[src/rtl/logic_sel_pkg.sv]
// Shared constants for the ALU logic-operation slice: datapath width and select encoding.
// Pure definitions; no logic, no latency, no flow control.
package logic_sel_pkg;

    localparam int   LOGIC_WIDTH = 8;
    localparam logic SEL_AND     = 1'b0;
    localparam logic SEL_OR      = 1'b1;

endpackage : logic_sel_pkg

[src/rtl/mux2_w.sv]
// Parameterised WIDTH-bit 2:1 multiplexer: out = in0 when sel = 0, in1 when sel = 1.
// Purely combinational, zero latency, no backpressure.
module mux2_w
    import logic_sel_pkg::*;
#(
    parameter int WIDTH = LOGIC_WIDTH
) (
    input  logic [WIDTH-1:0] in0,
    input  logic [WIDTH-1:0] in1,
    input  logic             sel,
    output logic [WIDTH-1:0] out
);

    always_comb begin
        out = in0;
        if (sel != SEL_AND) begin
            out = in1;
        end
    end

endmodule : mux2_w

[src/rtl/and_or_select_8.sv]
// Registered AND/OR selector for the ALU: Z = S ? (A | B) : (A & B), one cycle after sampling.
// Latency 1 cycle, one operation per cycle, no handshake and no stall.
module and_or_select_8
    import logic_sel_pkg::*;
#(
    parameter int WIDTH = LOGIC_WIDTH
) (
    input  logic             CLK,
    input  logic             RESET,
    input  logic [WIDTH-1:0] A,
    input  logic [WIDTH-1:0] B,
    input  logic             S,
    output logic [WIDTH-1:0] Z
);

    logic [WIDTH-1:0] and_res;
    logic [WIDTH-1:0] or_res;
    logic [WIDTH-1:0] z_d;
    logic [WIDTH-1:0] z_q;

    assign and_res = A & B;
    assign or_res  = A | B;

    mux2_w #(
        .WIDTH (WIDTH)
    ) u_sel_mux (
        .in0 (and_res),
        .in1 (or_res),
        .sel (S),
        .out (z_d)
    );

    // Reset wins over whatever operation is presented on the same edge.
    always_ff @(posedge CLK) begin
        if (RESET) begin
            z_q <= '0;
        end else begin
            z_q <= z_d;
        end
    end

    assign Z = z_q;

endmodule : and_or_select_8

[config.mk]
export PLATFORM = sky130hd
export DESIGN_NAME = and_or_select_8
export DESIGN_NICKNAME = d
export VERILOG_FILES = /design/src/rtl/logic_sel_pkg.sv /design/src/rtl/mux2_w.sv /design/src/rtl/and_or_select_8.sv
export SDC_FILE = /design/constraint.sdc
export NUM_CORES = 1
export LEC_CHECK = 0
export CAP_MARGIN = 20
export CORE_AREA = 2 2 39 41
export CTS_CLUSTER_SIZE = 12
export DETAILED_ROUTE_END_ITERATION = 12
export DIE_AREA = 0 0 41 43
export GPL_TIMING_DRIVEN = 0
export PLACE_DENSITY = 0.69
export SLEW_MARGIN = 20
export SYNTH_ARGS = -nofsm -noshare
export SYNTH_HDL_FRONTEND = slang
export SYNTH_SLANG_ARGS = --single-unit
[constraint.sdc]
create_clock -name CLK -period 1.5 [get_ports CLK]
set_clock_uncertainty 0.05 [all_clocks]
set_input_delay 0.3 -clock CLK [delete_from_list [all_inputs] [get_ports CLK]]
set_output_delay 0.3 -clock CLK [all_outputs]
set_load 0.02 [all_outputs]
* After elaboration in Yosys (flattened, before gate mapping)
Index checks and enable logic that the tools add are counted.
** Cells by class
- Mux-type cells :: 1
- Bitwise logic cells :: 2
** Operators with widths (number)
- $and A8 B8 Y8 :: 1
- $mux W8 :: 1
- $or A8 B8 Y8 :: 1
** Word-level totals
- Bits in registers :: 8
- Input bits :: 19
- Logic and storage cells :: 4

* Logic depth before layout (Yosys ltp)
- Word-level depth :: 2
- Mapped depth :: 2
- Mapped depth without buffers :: 2

* Hierarchy
A second synthesis with hierarchy kept.
** Second synthesis, totals
- Cells, all modules :: 41
- Area, all modules :: 441.7 µm²
** By module, submodules not included
- and_or_select_8 :: times used 1, cells each 32, area an instance 310.3 µm², sequential area each 160.2 µm²
- mux2_w :: times used 1, cells each 9, area an instance 131.4 µm², sequential area each 0.0 µm²

* Least setup slack after synthesis
Ideal clock, no wire load.
- Path kind :: register to output
- From :: reg z_q[0] (netlist: Z[0])
- To :: out Z[0]
- Data arrival time :: 0.395 ns
- Path slack :: 0.755 ns
- Stages on the path, launching flop included :: 1
- Path buffers :: 0
- Cells stage by stage :: dfxtp_1
** RTL lines
- from (decl) :: RTL line and_or_select_8.sv:19 : logic [WIDTH-1:0] z_q;
- from (signal assigned) :: RTL line and_or_select_8.sv:38 : z_q <= z_d;
- to (decl) :: RTL line and_or_select_8.sv:13 : output logic [WIDTH-1:0] Z
No word-level cell between the ends.

* Worst setup path after layout
- From :: reg z_q[7] (netlist: Z[7])
- To :: out Z[7]
No word-level cell between the ends.

==> results.toml <==
[run_status]
status = "finished, final reports clean"

[synth]
syn_area_um2 = 274
ys.flop_type = "dfxtp_1"
synth_common_cells = "a21oi_1 (8), dfxtp_1 (8), nand2_1 (8), o21ai_0 (8), clkbuf_1 (1)"
synth.area.mux_share = 0
synthTopCellsByArea = "dfxtp_1 (58%), a21oi_1 (15%), o21ai_0 (15%)"
synth_adder_area_share = 0
synth_cell_types = 5
yosysSeqAreaShare = 0.584
synth-edff-count = 0
yosysWarningCount = 0
ys_async_sr_fraction = 0
yosys.area.top_type = "dfxtp_1"
synth_compound_area_frac = 0.292
synth-xor-area-share = 0
synth.avg_cell_area_um2 = 8.30
synthSimpleGateAreaFrac = 0.110
synth_top_family_by_area = "compound AO/OA/AOI/OAI gates"
synthCells = 33
synth-seq-cells = 8
yosys.area.top_type_share = 0.584
syn_nets = 52

[routing]
vias = 333
dr_wl_met2_um = 358
detail-route-antenna-nets = 0
top_layer = "met3"
drt-initial-drc-count = 6
wl_met3_um = 71
drc = 0
wirelength_um = 698
drt_first_pass_iters = 2
wl_met1_um = 268
avgViaCountPerCell = 4.32
wl_per_cell_um = 9.06

[sta]
rsz0062_at_grt = "false"
setup_tns_ns = 0
min_period_ns = 1.23
relSlewSlack = 0.752
holdWs_ns = 0.372
slew_violations = 0
fin_crit_sh = 0.821
finalSetupViolCount = 0
worst_pin_slew_ns = 0.373
hold_violations = 0
fmax_ghz = 0.812

[hold_path]
min_path_type = "input port to flop"

[floorplan]
die-area_um2 = 1760
core_area_um2 = 1380
die_h_um = 43
die_w_um = 41
rows = 14
ioPinCount = 27
initial_core_util = 0.198

[global_route]
antenna_found_initial = 0
grt_pass1_wl_um = 1130
grt_pass1_vias = 296
grt_overflow_total = 0
grt_usage = 0.101
grt_max_degree = 9

[setup_path]
path_class = "flop to primary output"
worstPathArrival_ns = 0.88
worstSetupEndpointType = "primary output"
path_buf_inv = 1
critPathRequiredTime_ns = 1.15
cp_slowest_cell = "dlygate4sd2_1"
cp_top_family = "buffers and inverters"
cp_cell_sequence = "dlygate4sd2_1"
max_stage_delay_ns = 0.33
path_max_fanout = 1
startpoint_type = "flop"

[cts]
cts_made_buffers = 3
cts_root_buf = "clkbuf_4"
cts.sinks = 8
post_cts_buffers = 0
clk_pin_slew_ns = 0.05
h-tree-depth = 1
cts_tree = "yes"
cts_buffer_depth = 2

[pwr]
power_density_nw_per_um2 = 886
internal_power_uw = 383
p_sw_frac = 0.234
p_seq_frac = 0.461
p_total_uw = 500
peakVddDrop_v = 0.000473
power_frac_comb = 0.222
switchingPower_uw = 117
p_leak_nw = 0.261
clkPwrFrac = 0.316

[final_layout]
multiInputGateArea_um2 = 110
diodes = 0
fin_nets = 82
largest_register_ffs = 8
syn_to_final_growth_pct = 106
n_fill_cell = 142
seq_area_um2 = 160
drive_gt1_frac = 0.0492

[placement]
portBuffers = 25
gp_congestion = 0.570
hpwl_um = 552

[flow_run]
cap_violations = 0
cell usage in the layout, fill, tap and decap left out:
cell              n
nand2_1           8
o21ai_0           8
dfxtp_1           8
clkdlybuf4s50_1  17
a21oi_1           8
dlygate4sd2_1     6
clkbuf_1          1
clkbuf_4          3
dlymetal6s2s_1    2
final timing paths:
path,start,end,slack [ns],cells after the start
setup / recovery,Z[7],Z[7],0.27,1
hold / removal,RESET,Z[5],0.37,2
kinds of logic (layout without fill, tap and decap cells):
| kind of cell | count (synthesis) | in the layout |
|---|---|---|
| flops | 8 | 8 |
| compound gates | 16 | 16 |
| simple gates | 8 | 8 |
| buf+inv | 1 | 29 |
metal layers:
metal | up-vias | GRT usage
met2 | 14 | 0.147
li1 | 171 | -
met4 | 0 | 0.0400
met3 | 0 | 0.0785
met5 | - | 0
met1 | 148 | 0.104
cell type report:
type                            instances  share of cell area
Buffer                                  1             0.00665
Clock buffer                            3              0.0399
Multi-Input combinational cell         24               0.195
Sequential cell                         8               0.284
Tap cell                               16              0.0355
Timing Repair Buffer                   25               0.439
through the flow:
stage	util	area (um2)	setup WS (ns)	std cells
2_1_floorplan	-	274	0.755	33
3_3_place_gp	0.393	544	0.156	74
3_5_place_dp	0.393	544	0.146	74
4_1_cts	0.404	559	0.00412	77
5_1_grt	0.408	564	0.217	77
6_report	0.408	564	0.269	77
power by group through the flow:
stage / clock, mW / sequential [mW] / combinational [mW]
4_1_cts: 0.167 / 0.231 / 0.113
3_5_place_dp: 0 / 0.236 / 0.121
2_1_floorplan: 0 / 0.255 / 0.0192
5_1_grt: 0.182 / 0.232 / 0.122
3_3_place_gp: 0 / 0.235 / 0.119
6_report: 0.158 / 0.231 / 0.111
timing repair:
item                                   CTS  global route
endpoints found under the hold margin    0             0
hold buffers                             0             0
setup endpoints to repair                6             2
resized for setup                        6             2
Note: power is estimated with default switching activity, not from simulation.
